## src/rtl/des_pkg.sv

```systemverilog
// Shared DES definitions: half/subkey widths, E and P tables (FIPS 46-3 numbering),
// S-box contents and the table-driven helper functions used by the round datapath.
package des_pkg;

  localparam int DES_HALF_W   = 32;
  localparam int DES_SUBKEY_W = 48;

  // Entries are 1-indexed, MSB-first: DES bit n lives at vector index WIDTH-n.
  localparam logic [5:0] E_TABLE [DES_SUBKEY_W] = '{
    6'd32, 6'd1,  6'd2,  6'd3,  6'd4,  6'd5,
    6'd4,  6'd5,  6'd6,  6'd7,  6'd8,  6'd9,
    6'd8,  6'd9,  6'd10, 6'd11, 6'd12, 6'd13,
    6'd12, 6'd13, 6'd14, 6'd15, 6'd16, 6'd17,
    6'd16, 6'd17, 6'd18, 6'd19, 6'd20, 6'd21,
    6'd20, 6'd21, 6'd22, 6'd23, 6'd24, 6'd25,
    6'd24, 6'd25, 6'd26, 6'd27, 6'd28, 6'd29,
    6'd28, 6'd29, 6'd30, 6'd31, 6'd32, 6'd1
  };

  localparam logic [5:0] P_TABLE [DES_HALF_W] = '{
    6'd16, 6'd7,  6'd20, 6'd21, 6'd29, 6'd12, 6'd28, 6'd17,
    6'd1,  6'd15, 6'd23, 6'd26, 6'd5,  6'd18, 6'd31, 6'd10,
    6'd2,  6'd8,  6'd24, 6'd14, 6'd32, 6'd27, 6'd3,  6'd9,
    6'd19, 6'd13, 6'd30, 6'd6,  6'd22, 6'd11, 6'd4,  6'd25
  };

  // Each box is 64 nibbles, row-major (row 0 col 0 in the top nibble).
  localparam logic [255:0] SBOX_TABLE [8] = '{
    256'hE4D12FB83A6C5907_0F74E2D1A6CB9538_41E8D62BFC973A50_FC8249175B3EA06D,
    256'hF18E6B34972DC05A_3D47F28EC01A69B5_0E7BA4D158C6932F_D8A13F42B67C05E9,
    256'hA09E63F51DC7B428_D709346A285ECBF1_D6498F30B12C5AE7_1AD069874FE3B52C,
    256'h7DE3069A1285BC4F_D8B56F03472C1AE9_A690CB7DF13E5284_3F06A1D8945BC72E,
    256'h2C417AB6853FD0E9_EB2C47D150FA3986_421BAD78F9C5630E_B8C71E2D6F09A453,
    256'hC1AF92680D34E75B_AF427C9561DE0B38_9EF528C3704A1DB6_432C95FABE17608D,
    256'h4B2EF08D3C975A61_D0B7491AE35C2F86_14BDC37EAF680592_6BD814A7950FE23C,
    256'hD2846FB1A93E50C7_1FD8A374C56B0E92_7B419CE206ADF358_21E74A8DFC90356B
  };

  function automatic logic [DES_SUBKEY_W-1:0] des_expand(input logic [DES_HALF_W-1:0] r);
    logic [DES_SUBKEY_W-1:0] e;
    logic [4:0] pos;
    e = '0;
    for (int i = 0; i < DES_SUBKEY_W; i++) begin
      pos = 5'(6'd32 - E_TABLE[i]);
      e[DES_SUBKEY_W-1-i] = r[pos];
    end
    return e;
  endfunction

  function automatic logic [DES_HALF_W-1:0] des_perm_p(input logic [DES_HALF_W-1:0] s);
    logic [DES_HALF_W-1:0] p;
    logic [4:0] pos;
    p = '0;
    for (int i = 0; i < DES_HALF_W; i++) begin
      pos = 5'(6'd32 - P_TABLE[i]);
      p[DES_HALF_W-1-i] = s[pos];
    end
    return p;
  endfunction

  // Row = {din[5], din[0]}, column = din[4:1]; nibble offset = 4 * (row*16 + col).
  function automatic logic [3:0] des_sbox_lookup(input logic [2:0] box, input logic [5:0] din);
    logic [7:0] shamt;
    shamt = {din[5], din[0], din[4:1], 2'b00};
    return SBOX_TABLE[box][8'd255 - shamt -: 4];
  endfunction

endpackage

```

## src/rtl/des_f.sv

```systemverilog
// DES f-function split at the key XOR: x = E(r)^K leaves on one port and the
// S-box/P half consumes x_sbox, so the caller may place a register between them.
module des_f import des_pkg::*; (
  input  logic [DES_HALF_W-1:0]   r,
  input  logic [DES_SUBKEY_W-1:0] subkey,
  output logic [DES_SUBKEY_W-1:0] x,
  input  logic [DES_SUBKEY_W-1:0] x_sbox,
  output logic [DES_HALF_W-1:0]   f
);

  logic [5:0]            sbox_in  [8];
  logic [3:0]            sbox_out [8];
  logic [DES_HALF_W-1:0] s;

  assign x = des_expand(r) ^ subkey;

  genvar gi;
  generate
    for (gi = 0; gi < 8; gi++) begin : g_slice
      assign sbox_in[gi]             = x_sbox[DES_SUBKEY_W-1-6*gi -: 6];
      assign s[DES_HALF_W-1-4*gi -: 4] = sbox_out[gi];
    end
  endgenerate

  des_sbox1 u_sbox1 (.din(sbox_in[0]), .dout(sbox_out[0]));
  des_sbox2 u_sbox2 (.din(sbox_in[1]), .dout(sbox_out[1]));
  des_sbox3 u_sbox3 (.din(sbox_in[2]), .dout(sbox_out[2]));
  des_sbox4 u_sbox4 (.din(sbox_in[3]), .dout(sbox_out[3]));
  des_sbox5 u_sbox5 (.din(sbox_in[4]), .dout(sbox_out[4]));
  des_sbox6 u_sbox6 (.din(sbox_in[5]), .dout(sbox_out[5]));
  des_sbox7 u_sbox7 (.din(sbox_in[6]), .dout(sbox_out[6]));
  des_sbox8 u_sbox8 (.din(sbox_in[7]), .dout(sbox_out[7]));

  assign f = des_perm_p(s);

endmodule

```

## src/rtl/des_sbox.sv

```systemverilog
// The eight DES substitution boxes, each a 6-in / 4-out combinational lookup.
module des_sbox1 import des_pkg::*; (input logic [5:0] din, output logic [3:0] dout);
  assign dout = des_sbox_lookup(3'd0, din);
endmodule

module des_sbox2 import des_pkg::*; (input logic [5:0] din, output logic [3:0] dout);
  assign dout = des_sbox_lookup(3'd1, din);
endmodule

module des_sbox3 import des_pkg::*; (input logic [5:0] din, output logic [3:0] dout);
  assign dout = des_sbox_lookup(3'd2, din);
endmodule

module des_sbox4 import des_pkg::*; (input logic [5:0] din, output logic [3:0] dout);
  assign dout = des_sbox_lookup(3'd3, din);
endmodule

module des_sbox5 import des_pkg::*; (input logic [5:0] din, output logic [3:0] dout);
  assign dout = des_sbox_lookup(3'd4, din);
endmodule

module des_sbox6 import des_pkg::*; (input logic [5:0] din, output logic [3:0] dout);
  assign dout = des_sbox_lookup(3'd5, din);
endmodule

module des_sbox7 import des_pkg::*; (input logic [5:0] din, output logic [3:0] dout);
  assign dout = des_sbox_lookup(3'd6, din);
endmodule

module des_sbox8 import des_pkg::*; (input logic [5:0] din, output logic [3:0] dout);
  assign dout = des_sbox_lookup(3'd7, din);
endmodule

```

## src/rtl/des_round_stage.sv

```systemverilog
// One pipelined DES Feistel round with valid/ready handshake; MID_REG=1 adds a
// register after the key XOR (latency 2), MID_REG=0 gives a single-stage round.
module des_round_stage import des_pkg::*; #(
  parameter int unsigned MID_REG = 1
) (
  input  logic                    clk,
  input  logic                    rst_n,
  input  logic                    in_valid,
  output logic                    in_ready,
  input  logic [DES_HALF_W-1:0]   in_l,
  input  logic [DES_HALF_W-1:0]   in_r,
  input  logic [DES_SUBKEY_W-1:0] in_subkey,
  input  logic                    in_last,
  output logic                    out_valid,
  input  logic                    out_ready,
  output logic [DES_HALF_W-1:0]   out_l,
  output logic [DES_HALF_W-1:0]   out_r,
  output logic                    out_last
);

  logic                    stage2_ready;
  logic                    src_valid;
  logic                    src_last;
  logic [DES_HALF_W-1:0]   src_l;
  logic [DES_HALF_W-1:0]   src_r;
  logic [DES_SUBKEY_W-1:0] x_comb;
  logic [DES_SUBKEY_W-1:0] x_src;
  logic [DES_HALF_W-1:0]   f_val;
  logic [DES_HALF_W-1:0]   nr;
  logic [DES_HALF_W-1:0]   next_l;
  logic [DES_HALF_W-1:0]   next_r;

  logic                    out_valid_reg;
  logic                    out_last_reg;
  logic [DES_HALF_W-1:0]   out_l_reg;
  logic [DES_HALF_W-1:0]   out_r_reg;

  des_f u_f (
    .r      (in_r),
    .subkey (in_subkey),
    .x      (x_comb),
    .x_sbox (x_src),
    .f      (f_val)
  );

  assign stage2_ready = !out_valid_reg || out_ready;

  generate
    if (MID_REG != 0) begin : g_mid
      logic                    v1_reg;
      logic                    last1_reg;
      logic [DES_HALF_W-1:0]   l1_reg;
      logic [DES_HALF_W-1:0]   r1_reg;
      logic [DES_SUBKEY_W-1:0] x_reg;

      // When input is blocked the held beat may still drain into an empty output stage.
      always_ff @(posedge clk or negedge rst_n) begin
        if (!rst_n) begin
          v1_reg    <= 1'b0;
          last1_reg <= 1'b0;
          l1_reg    <= '0;
          r1_reg    <= '0;
          x_reg     <= '0;
        end else if (in_ready) begin
          v1_reg <= in_valid;
          if (in_valid) begin
            x_reg     <= x_comb;
            l1_reg    <= in_l;
            r1_reg    <= in_r;
            last1_reg <= in_last;
          end
        end else if (stage2_ready) begin
          v1_reg <= 1'b0;
        end
      end

      assign in_ready  = !v1_reg || out_ready;
      assign src_valid = v1_reg;
      assign src_l     = l1_reg;
      assign src_r     = r1_reg;
      assign src_last  = last1_reg;
      assign x_src     = x_reg;
    end else begin : g_no_mid
      assign in_ready  = stage2_ready;
      assign src_valid = in_valid;
      assign src_l     = in_l;
      assign src_r     = in_r;
      assign src_last  = in_last;
      assign x_src     = x_comb;
    end
  endgenerate

  // The final round skips the half swap so the result feeds IP^-1 directly.
  assign nr     = src_l ^ f_val;
  assign next_l = src_last ? nr : src_r;
  assign next_r = src_last ? src_r : nr;

  always_ff @(posedge clk or negedge rst_n) begin
    if (!rst_n) begin
      out_valid_reg <= 1'b0;
      out_last_reg  <= 1'b0;
      out_l_reg     <= '0;
      out_r_reg     <= '0;
    end else if (stage2_ready) begin
      out_valid_reg <= src_valid;
      if (src_valid) begin
        out_l_reg    <= next_l;
        out_r_reg    <= next_r;
        out_last_reg <= src_last;
      end
    end
  end

  assign out_valid = out_valid_reg;
  assign out_l     = out_l_reg;
  assign out_r     = out_r_reg;
  assign out_last  = out_last_reg;

endmodule

```

## config.mk

```make
export PLATFORM = sky130hd
export DESIGN_NAME = des_round_stage
export DESIGN_NICKNAME = d
export VERILOG_FILES = /design/src/rtl/des_pkg.sv /design/src/rtl/des_f.sv /design/src/rtl/des_sbox.sv /design/src/rtl/des_round_stage.sv
export SDC_FILE = /design/constraint.sdc
export NUM_CORES = 1
export LEC_CHECK = 0
export ABC_AREA = 1
export ABC_CLOCK_PERIOD_IN_PS = 3300
export CAP_MARGIN = 20
export CORE_ASPECT_RATIO = 2
export CORE_UTILIZATION = 30
export CTS_CLUSTER_DIAMETER = 150
export CTS_CLUSTER_SIZE = 8
export DETAILED_ROUTE_END_ITERATION = 16
export HOLD_SLACK_MARGIN = 0.06
export PLACE_DENSITY = 0.54
export SETUP_SLACK_MARGIN = 0.1
export SYNTH_ARGS = -nofsm -noshare
export SYNTH_HDL_FRONTEND = slang
export SYNTH_SLANG_ARGS = --single-unit
```

## constraint.sdc

```tcl
create_clock -name clk -period 3.3 [get_ports clk]
set_input_delay 0.66 -clock clk [delete_from_list [all_inputs] [get_ports clk]]
set_output_delay 0.66 -clock clk [all_outputs]
set_load 0.01 [all_outputs]
```

==> results.json <==
{
  "via_per_inst": 4.89,
  "drv_slew": 0,
  "nNetsFinal": 2186,
  "cp_top_family": "buffers and inverters",
  "maxCapViolations": 0,
  "cts_resized": 0,
  "path_common_cell": "clkdlybuf4s50_1",
  "initial_utilization_pct": 30.5,
  "tns_ns": 0,
  "io_pins": 184,
  "setup_viol": 0,
  "worst_setup_path_end_kind": "output port",
  "dp.cells": 2523,
  "port_buffers": 183,
  "n_fill_cell": 4409,
  "ys_ff_latch": 180,
  "p_comb_share_pct": 41.5,
  "grt_pass1_vias": 12557,
  "chipHeight_um": 291,
  "cts_root_buffer": "clkbuf_16",
  "drive_gt1_share_pct": 3.47,
  "p_clk_share_pct": 23.3,
  "cpMaxStageDelayCell": "clkdlybuf4s50_1",
  "hold_violations": 0,
  "clock_skew_ns": 0.00821,
  "fmax_mhz": 398,
  "cellLeakagePower_uw": 0.00754,
  "rsz0062_at_grt": "no",
  "wl_um": 43900,
  "status": "completed",
  "ant_nets": 0,
  "critPathMaxFanout": 3,
  "path_clk_slew_ns": 0.07,
  "vias": 12503,
  "crit_arrival_ns": 1.85,
  "grt_max_degree": 103,
  "insertion_delay_ns": 0.46,
  "cp_cell_sequence": "clkdlybuf4s50_1 > inv_2 > nand2_1 > clkdlybuf4s50_1",
  "coreArea_sq_um": 41100,
  "critPathBufInv": 3,
  "wl_per_cell_um": 17.2,
  "power_density_nw_per_um2": 604,
  "min_path_type": "input pin to async pin",
  "tightest_slew_ns": 0.791,
  "cts_setup_buffers": 0,
  "regArea_sq_um": 4500,
  "mostFrequentLayoutCell": "nand2_1",
  "yosysSeqAreaShare_pct": 35.9,
  "h-tree-depth": 4,
  "largest_reg_flops": 48,
  "seqPwrFrac_pct": 35.2,
  "die_area_sq_um": 42700,
  "critPathKind": "input pin to output port",
  "cp.required_ns": 2.64,
  "synth_nets": 2053,
  "slew_headroom_pct": 47.3,
  "syn_area_per_cell_sq_um": 6.70,
  "syn_inst": 1874,
  "drc": 0,
  "clock_path_buffers": 2,
  "antennaDiodeCount": 0,
  "grt_pass1_wl_um": 69900,
  "antenna_found_initial": 0,
  "clock_sinks": 180,
  "drt_first_pass_iters": 6,
  "netSwitchingPower_uw": 3850,
  "start_kind": "input pin",
  "synth-warning-count": 0,
  "cts_tree": "yes",
  "timing.final.crit_share_pct": 76.2,
  "place_hpwl_um": 32800,
  "synth_cell_types": 25,
  "fin_cells": 2555,
  "min_period_ns": 2.51,
  "swShare_pct": 41.4,
  "gr-total-overflow": 0,
  "area_delta_synth_final_pct": 22.4,
  "internal_power_uw": 5440,
  "final_cell_mix": "719 x nand2_1, 278 x nand3_1, 182 x clkdlybuf4s50_1, 180 x inv_1, 180 x dfrtp_1",
  "cts_hold_buf": 0,
  "multi_input_area_sq_um": 6860,
  "drt_iter0_drc": 844,
  "num_rows": 105,
  "critPathMaxStageDelay_ns": 0.55,
  "post-route-util_pct": 37.4,
  "gp_congestion": 0.881,
  "ir_drop_mv": 0.324,
  "track_usage_pct": 21.3,
  "synth_area_sq_um": 12600,
  "die_w_um": 147,
  "cts_made_buffers": 17
}
## area by class of cell
cell class              count  share of cell area, %
repair buffers            195                   12.9
multi-input cells        1415                   44.6
clock buffers              18                   2.86
flip-flops and latches    180                   29.3
inverters                 198                   4.85
well taps                 535                   4.35
clock inverters            14                   1.07
## cell families (layout without fill, tap and decap cells)
logic type	after synthesis	in the layout	share of synthesized area, %
and+or+nand+nor	1046	1046	34.4
adders and majority gates	62	62	6.18
DFF	180	180	35.9
xor gates and xnor gates	48	48	3.35
buffers and inverters	279	425	9.54
AOI/OAI and AO/OA	259	259	10.7
## worst register-to-register path, delay by kind of cell, from the launching register on
family | cells | cell delay [ns]
buf+inv | 1 | 0.19
simple gates | 10 | 1.05
fa+ha+maj | 1 | 0.38
flops | 1 | 0.59
## power groups by stage
| stage | sequential (uW) | combinational (uW) | clock [uW] |
|---|---|---|---|
| 2_1_floorplan | 3160 | 2380 | 0 |
| 3_3_place_gp | 3310 | 3840 | 0 |
| 3_5_place_dp | 3310 | 3870 | 0 |
| 4_1_cts | 3280 | 3890 | 2230 |
| 5_1_grt | 3350 | 4370 | 2300 |
| 6_report | 3270 | 3850 | 2170 |
## cell usage after synthesis, drive strengths merged
library cell	count	area [sq um]
a21oi	15	78.8
buf	61	378
clkbuf	20	75.1
clkinv	3	11.3
dfrtp	180	4500
ha	62	776
inv	195	734
nand2	723	2720
nand3	278	1390
nand3b	4	30.0
nor2	39	161
o211ai	16	120
o21ai	228	1140
or2	2	12.5
xnor2	48	420
## per-stage QoR
stage / total power [uW] / instance area (sq um) / hold slack [ns] / setup WS (ns)
after floorplan: 5530 / 12600 / 0.364 / 1.52
after global placement: 7150 / 14800 / 0.486 / 0.764
after detailed placement: 7180 / 14800 / 0.496 / 0.784
after CTS: 9400 / 15400 / 0.223 / 0.783
after global routing: 10000 / 15400 / 0.250 / 0.678
final: 9290 / 15400 / 0.214 / 0.786
## path summary, 6_finish.rpt
check	start	to	slack [ns]	cells past startpoint
setup reg to reg	g_mid.x_reg[7]$_DFFE_PN0P_	out_l[20]$_DFFE_PN0P_	0.98	12
min in group clk	g_mid.l1_reg[18]$_DFFE_PN0P_	g_mid.l1_reg[18]$_DFFE_PN0P_	0.51	2
hold reg to reg	g_mid.l1_reg[18]$_DFFE_PN0P_	g_mid.l1_reg[18]$_DFFE_PN0P_	0.51	2
hold / removal	rst_n	g_mid.x_reg[12]$_DFFE_PN0P_	0.21	1
max in group asynchronous	rst_n	out_l[15]$_DFFE_PN0P_	2.30	2
setup / recovery	out_ready	in_ready	0.79	4
## routing by layer
metal | share of wire [%] | global-route usage, % | up-vias
li1 | - | - | 6229
met5 | 0 | 0 | -
met3 | 3.3 | 2.52 | 74
met1 | 39 | 23.3 | 5860
met4 | 4.2 | 10.1 | 0
met2 | 54 | 39.9 | 340
No activity file was read; power rests on OpenSTA's default activity.
